### src/rtl/vga_sync_decoder.sv
// vga_sync_decoder: recovers pixel position and lock status from a VGA
// sync/colour stream.
// Inputs : clk, reset (async, active high), hsync_in/vsync_in (active low),
//          red_in/green_in/blue_in (2 bits each).
// Outputs: rgb_out, hor_count, ver_count, pixel_valid, frame_start (stage 2),
//          locked (lock FSM state), sync_error (one-cycle pulse).
module vga_sync_decoder #(
    parameter int H_TOTAL      = 800,
    parameter int H_ACTIVE     = 640,
    parameter int H_SYNC_START = 656,
    parameter int V_TOTAL      = 525,
    parameter int V_ACTIVE     = 480,
    parameter int V_SYNC_START = 490,
    parameter int LOCK_FRAMES  = 2,
    parameter int WD_LIMIT     = 816
) (
    input  logic       clk,
    input  logic       reset,
    input  logic       hsync_in,
    input  logic       vsync_in,
    input  logic [1:0] red_in,
    input  logic [1:0] green_in,
    input  logic [1:0] blue_in,
    output logic [5:0] rgb_out,
    output logic [9:0] hor_count,
    output logic [9:0] ver_count,
    output logic       pixel_valid,
    output logic       frame_start,
    output logic       locked,
    output logic       sync_error
);

    localparam logic [9:0] H_LAST = 10'(H_TOTAL - 1);
    localparam logic [9:0] H_SS   = 10'(H_SYNC_START);
    localparam logic [9:0] H_ACT  = 10'(H_ACTIVE);
    localparam logic [9:0] V_LAST = 10'(V_TOTAL - 1);
    localparam logic [9:0] V_SS   = 10'(V_SYNC_START);
    localparam logic [9:0] V_ACT  = 10'(V_ACTIVE);

    localparam int WDW = $clog2(WD_LIMIT + 1);
    localparam logic [WDW-1:0] WD_MAX  = WDW'(WD_LIMIT);
    localparam logic [WDW-1:0] WD_TRIP = WDW'(WD_LIMIT - 1);

    localparam int GW = $clog2(LOCK_FRAMES + 1);
    localparam logic [GW-1:0] GOOD_LOCK = GW'(LOCK_FRAMES);

    typedef enum logic [1:0] {
        SEARCH,
        VERIFY,
        LOCKED
    } state_t;

    // Stage 1: registered pins plus delayed sync copies for edge detection.
    logic       hs1, vs1, hs1_d, vs1_d;
    logic [5:0] rgb1;

    always_ff @(posedge clk or posedge reset) begin
        if (reset) begin
            hs1   <= 1'b0;
            vs1   <= 1'b0;
            hs1_d <= 1'b0;
            vs1_d <= 1'b0;
            rgb1  <= '0;
        end else begin
            hs1   <= hsync_in;
            vs1   <= vsync_in;
            hs1_d <= hs1;
            vs1_d <= vs1;
            rgb1  <= {red_in, green_in, blue_in};
        end
    end

    logic       h_fall, v_fall, h_wrap;
    logic [9:0] hcount, vcount, h_inc, v_inc, h_next, v_next;
    logic       h_mis, v_mis, v_good, timeout, lose;
    logic [WDW-1:0] wd;

    assign h_fall = hs1_d & ~hs1;
    assign v_fall = vs1_d & ~vs1;

    // A sync load replaces the increment, so no wrap happens on that cycle.
    assign h_wrap = ~h_fall & (hcount == H_LAST);
    assign h_inc  = (hcount == H_LAST) ? 10'd0 : hcount + 10'd1;
    assign v_inc  = h_wrap ? ((vcount == V_LAST) ? 10'd0 : vcount + 10'd1)
                           : vcount;
    assign h_next = h_fall ? H_SS : h_inc;
    assign v_next = v_fall ? V_SS : v_inc;

    assign h_mis   = h_fall & (h_inc != H_SS);
    assign v_mis   = v_fall & (v_inc != V_SS);
    assign v_good  = v_fall & (v_inc == V_SS);
    assign timeout = ~h_fall & (wd == WD_TRIP);
    assign lose    = timeout | h_mis | v_mis;

    // Watchdog saturates at the limit so it fires only once per outage.
    always_ff @(posedge clk or posedge reset) begin
        if (reset) begin
            hcount <= '0;
            vcount <= '0;
            wd     <= '0;
        end else begin
            hcount <= h_next;
            vcount <= v_next;
            if (h_fall)
                wd <= '0;
            else if (wd != WD_MAX)
                wd <= wd + 1'b1;
        end
    end

    state_t         state, state_n;
    logic [GW-1:0]  good, good_n;
    logic           err_n;

    always_ff @(posedge clk or posedge reset) begin
        if (reset) begin
            state <= SEARCH;
            good  <= '0;
        end else begin
            state <= state_n;
            good  <= good_n;
        end
    end

    always_comb begin
        state_n = state;
        good_n  = good;
        err_n   = 1'b0;
        case (state)
            SEARCH: begin
                if (v_fall) begin
                    state_n = VERIFY;
                    good_n  = '0;
                end
            end
            VERIFY: begin
                if (lose) begin
                    state_n = SEARCH;
                end else if (v_good) begin
                    good_n = good + 1'b1;
                    if (good + 1'b1 == GOOD_LOCK)
                        state_n = LOCKED;
                end
            end
            LOCKED: begin
                if (lose) begin
                    state_n = SEARCH;
                    err_n   = 1'b1;
                end
            end
            default: state_n = SEARCH;
        endcase
    end

    assign locked = (state == LOCKED);

    // Stage 2 uses the next count values: they index the pixel now in rgb1.
    logic valid_n;
    assign valid_n = locked & (h_next < H_ACT) & (v_next < V_ACT);

    always_ff @(posedge clk or posedge reset) begin
        if (reset) begin
            hor_count   <= '0;
            ver_count   <= '0;
            pixel_valid <= 1'b0;
            rgb_out     <= '0;
            frame_start <= 1'b0;
            sync_error  <= 1'b0;
        end else begin
            hor_count   <= h_next;
            ver_count   <= v_next;
            pixel_valid <= valid_n;
            rgb_out     <= valid_n ? rgb1 : 6'd0;
            frame_start <= valid_n & (h_next == 10'd0) & (v_next == 10'd0);
            sync_error  <= err_n;
        end
    end

endmodule
### config.mk
export PLATFORM = sky130hd
export DESIGN_NAME = vga_sync_decoder
export DESIGN_NICKNAME = d
export VERILOG_FILES = /design/src/rtl/vga_sync_decoder.sv
export SDC_FILE = /design/constraint.sdc
export NUM_CORES = 1
export LEC_CHECK = 0
export BUFFER_PORTS_ARGS = -buffer_cell sky130_fd_sc_hd__buf_4
export CORE_MARGIN = 3
export CORE_UTILIZATION = 53
export DETAILED_ROUTE_END_ITERATION = 10
export PLACE_DENSITY_LB_ADDON = 0.1
export SLEW_MARGIN = 15
export SYNTH_ARGS = -nofsm -noshare
export SYNTH_HDL_FRONTEND = slang
export SYNTH_SLANG_ARGS = --single-unit
### constraint.sdc
create_clock -name clk -period 4.51 [get_ports clk]
set_clock_uncertainty 0.2 [all_clocks]
set_input_delay 0.902 -clock clk [delete_from_list [all_inputs] [get_ports clk]]
set_output_delay 0.902 -clock clk [all_outputs]
set_load 0.01 [all_outputs]
==> flow_metrics.py <==
metrics = {
    "pwr": {
        "power.switching_uw": 327.2,
        "p_seq_frac": 0.552,
        "pwr-share-clk": 0.265,
        "power.density_mw_per_mm2": 323.9,
        "p_comb_frac": 0.183,
        "max-vdd-ir-drop_mv": 0.2164,
        "leakage_uw": 0.001418,
        "internal-power_uw": 724.7,
        "switching_share": 0.3111,
        "p_total_uw": 1052,
    },
    "route": {
        "routed_via_density": 5.806,
        "detail_route.wl_per_cell_microns": 15.65,
        "drt-total-wl_microns": 6041,
        "drt.antenna.violating_nets": 0,
        "first_pass_iters": 4,
        "drcViolationCount": 0,
        "dr_total_vias": 2241,
        "drt_iter0_drc": 117,
    },
    "placed_design": {
        "io_buffers": 39,
        "gp_congestion": 0.9051,
        "hpwlAfterDp_microns": 4342,
        "place_inst": 378,
    },
    "grt": {
        "grt_overflow": 0,
        "grt_usage": 0.2026,
        "grt_pass1_wl_microns": 9949,
        "grt_max_degree": 54,
        "grt_pass1_vias": 2015,
        "antenna_found_initial": 0,
    },
    "timing": {
        "setup_violations": 0,
        "worstMarginPinSlew_ns": 0.8959,
        "rsz0062_at_grt": "no",
        "max_slew_margin": 0.4027,
        "final_hold_viol_count": 0,
        "hold_ws_ns": 0.2017,
        "fin_tns_setup_ns": 0,
        "slew_viol_final": 0,
        "period_share": 0.6734,
        "min_period_ns": 3.037,
        "max_freq_ghz": 0.3293,
    },
    "setup_path": {
        "rr_endpoint": "frame_start$_DFF_PP0_",
        "required_ns": 4.53,
        "start_kind": "register",
        "worstPathArrival_ns": 3.06,
        "worstPathMaxFanout": 7,
        "reg2reg_slack_ns": 1.47,
        "end_kind": "register",
        "r2r_cells": 8,
        "worstSetupPathType": "reg2reg",
        "r2r-start": "hor_count[1]$_DFF_PP0_",
    },
    "clock_network": {
        "clk_latency_ns": 0.31,
        "tritoncts": "built",
        "root_buffer": "clkbuf_8",
        "htreeDepth": 2,
        "cts_setup_buffers": 0,
        "cts_max_path_buffers": 2,
        "clkTransAtPathRegs_ns": 0.10,
        "numCtsBuffers": 5,
        "cts_resized": 0,
        "cts_sinks": 53,
        "hold_buffers": 0,
    },
    "synth": {
        "yosysTopAreaCell": "dfrtp_1",
        "async_flop_share": 1.000,
        "netlist_instances": 281,
        "ys_warn_count": 0,
        "netlist_area_sq_mm": 0.002838,
        "yosysSeqAreaShare": 0.4674,
        "synthFlopType": "dfrtp_1",
        "synthesis.nets": 298,
        "ys_types": 61,
        "synth_seq_cells": 53,
        "synthTopCellsByCount": "53 x dfrtp_1, 27 x nand2_1, 22 x nor2_1, 12 x a21oi_1, 11 x inv_1",
        "yosysTopAreaCellShare": 0.4674,
        "syn_area_per_cell_sq_um": 10.10,
        "synthMostInstantiatedCell": "dfrtp_1",
        "synth.area.top_cells": "dfrtp_1 47%, nand2_1 3.6%, ha_1 3.1%",
        "synth_edf_count": 0,
    },
    "floorplanning": {
        "num_io_pins": 40,
        "core_area_sq_mm": 0.005140,
        "rows": 26,
        "die_width_microns": 79.17,
        "initial_core_util": 0.5521,
        "die_area_sq_mm": 0.006268,
        "die_height_microns": 79.17,
    },
    "finish": {
        "final-instance-count-excl-fill": 386,
        "antenna_cells": 0,
        "area_growth_pct": 14.46,
        "layout-drive-gt1-share": 0.2215,
        "fin_util": 0.6319,
        "fin_nets": 332,
    },
    "hold_path": {
        "hold_depth": 0,
        "holdPathEnd": "hs1_d$_DFF_PP0_",
        "min_path_type": "reg2reg",
        "worstHoldStart": "hs1$_DFF_PP0_",
    },
    "run": {
        "cap_violations": 0,
    },
    "outcome": {
        "outcome": "complete, no violations",
    },
}
## metal layers
metal / vias to the layer above / global-route usage / share of wire
met3: 10 / 0.04082 / 0.052
li1: 1076 / - / -
met5: - / 0 / 0
met4: 0 / 0.06357 / 0.013
met1: 1093 / 0.2949 / 0.47
met2: 62 / 0.3039 / 0.46
## state kept, by name (all words and copies together), names as in the netlist
name / flops
sync_error: 1
wd: 10
vs1: 1
hor_count: 10
good: 2
vs1_d: 1
state: 2
frame_start: 1
ver_count: 10
rgb1: 6
hs1_d: 1
pixel_valid: 1
rgb_out: 6
hs1: 1
## critical path: stages (launching register included)
cell     delay (ns)
dfrtp_1        0.48
ha_1           0.27
and4_1         0.38
nand3_1        0.23
o31a_1         0.34
o221a_1        0.27
nor2b_1        0.13
or3_4          0.36
nor4_2         0.29
## final cells by class
class	instances	area (sq um)
Clock inverter	3	26.28
Multi-Input combinational cell	203	1390
Sequential cell	53	1326
Timing Repair Buffer	40	300.3
Tap cell	70	87.58
Inverter	12	48.80
Fill cell	454	1892
Clock buffer	5	68.82
## metrics by stage
step	cell area, sq um	setup WS, ns
2_1_floorplan	2838	1.770
3_3_place_gp	3152	1.644
3_5_place_dp	3152	1.526
4_1_cts	3247	1.490
5_1_grt	3248	1.325
6_report	3248	1.473
## cell usage in the layout (no fill, tap or decap), types with 2 or more instances in the layout
cell	count
a21o_1	2
a21oi_1	12
a31oi_1	2
and2_1	5
and2_4	6
and3_1	2
and4b_1	3
buf_4	40
clkbuf_8	5
clkinv_4	2
dfrtp_1	53
ha_1	7
inv_1	10
mux2i_1	3
nand2_1	27
nand2b_1	4
nand3_1	10
nand3b_1	2
nand4_1	9
nand4b_1	4
nor2_1	22
nor2b_1	3
nor3_1	6
nor3_4	2
nor3b_1	2
nor4_1	8
o211ai_1	2
o21a_1	2
o21ai_0	7
o221ai_1	2
o31a_1	3
or3_1	6
or3_4	2
xnor2_1	8
xor2_1	7
## cell families (layout without fill, tap and decap cells)
logic type,after synthesis,in the layout,share of synthesized area
compound gates,45,45,0.1138
xor+xnor,15,15,0.04630
fa+ha+maj,7,7,0.03086
buf+inv,25,60,0.04277
flops,53,53,0.4674
mux,4,4,0.01455
simple gates,132,132,0.2844
## worst max path at each step
stage	to	startpoint	slack [ns]
after floorplan	frame_start$_DFF_PP0_	hor_count[0]$_DFF_PP0_	1.77
after global placement	frame_start$_DFF_PP0_	hor_count[0]$_DFF_PP0_	1.64
after detailed placement	frame_start$_DFF_PP0_	hor_count[1]$_DFF_PP0_	1.53
after CTS	frame_start$_DFF_PP0_	hor_count[1]$_DFF_PP0_	1.49
after global routing	state[0]$_DFFE_PP0P_	hor_count[1]$_DFF_PP0_	1.33
final	frame_start$_DFF_PP0_	hor_count[1]$_DFF_PP0_	1.47
## power by group through the flow
| stage | combinational, uW | clock, uW | sequential, uW |
|---|---|---|---|
| 2_1_floorplan | 157 | 0 | 566 |
| 3_3_place_gp | 192 | 0 | 586 |
| 3_5_place_dp | 194 | 0 | 589 |
| 4_1_cts | 195 | 290 | 580 |
| 5_1_grt | 217 | 312 | 590 |
| 6_report | 193 | 279 | 580 |
Power figures use the tool's default switching activity.
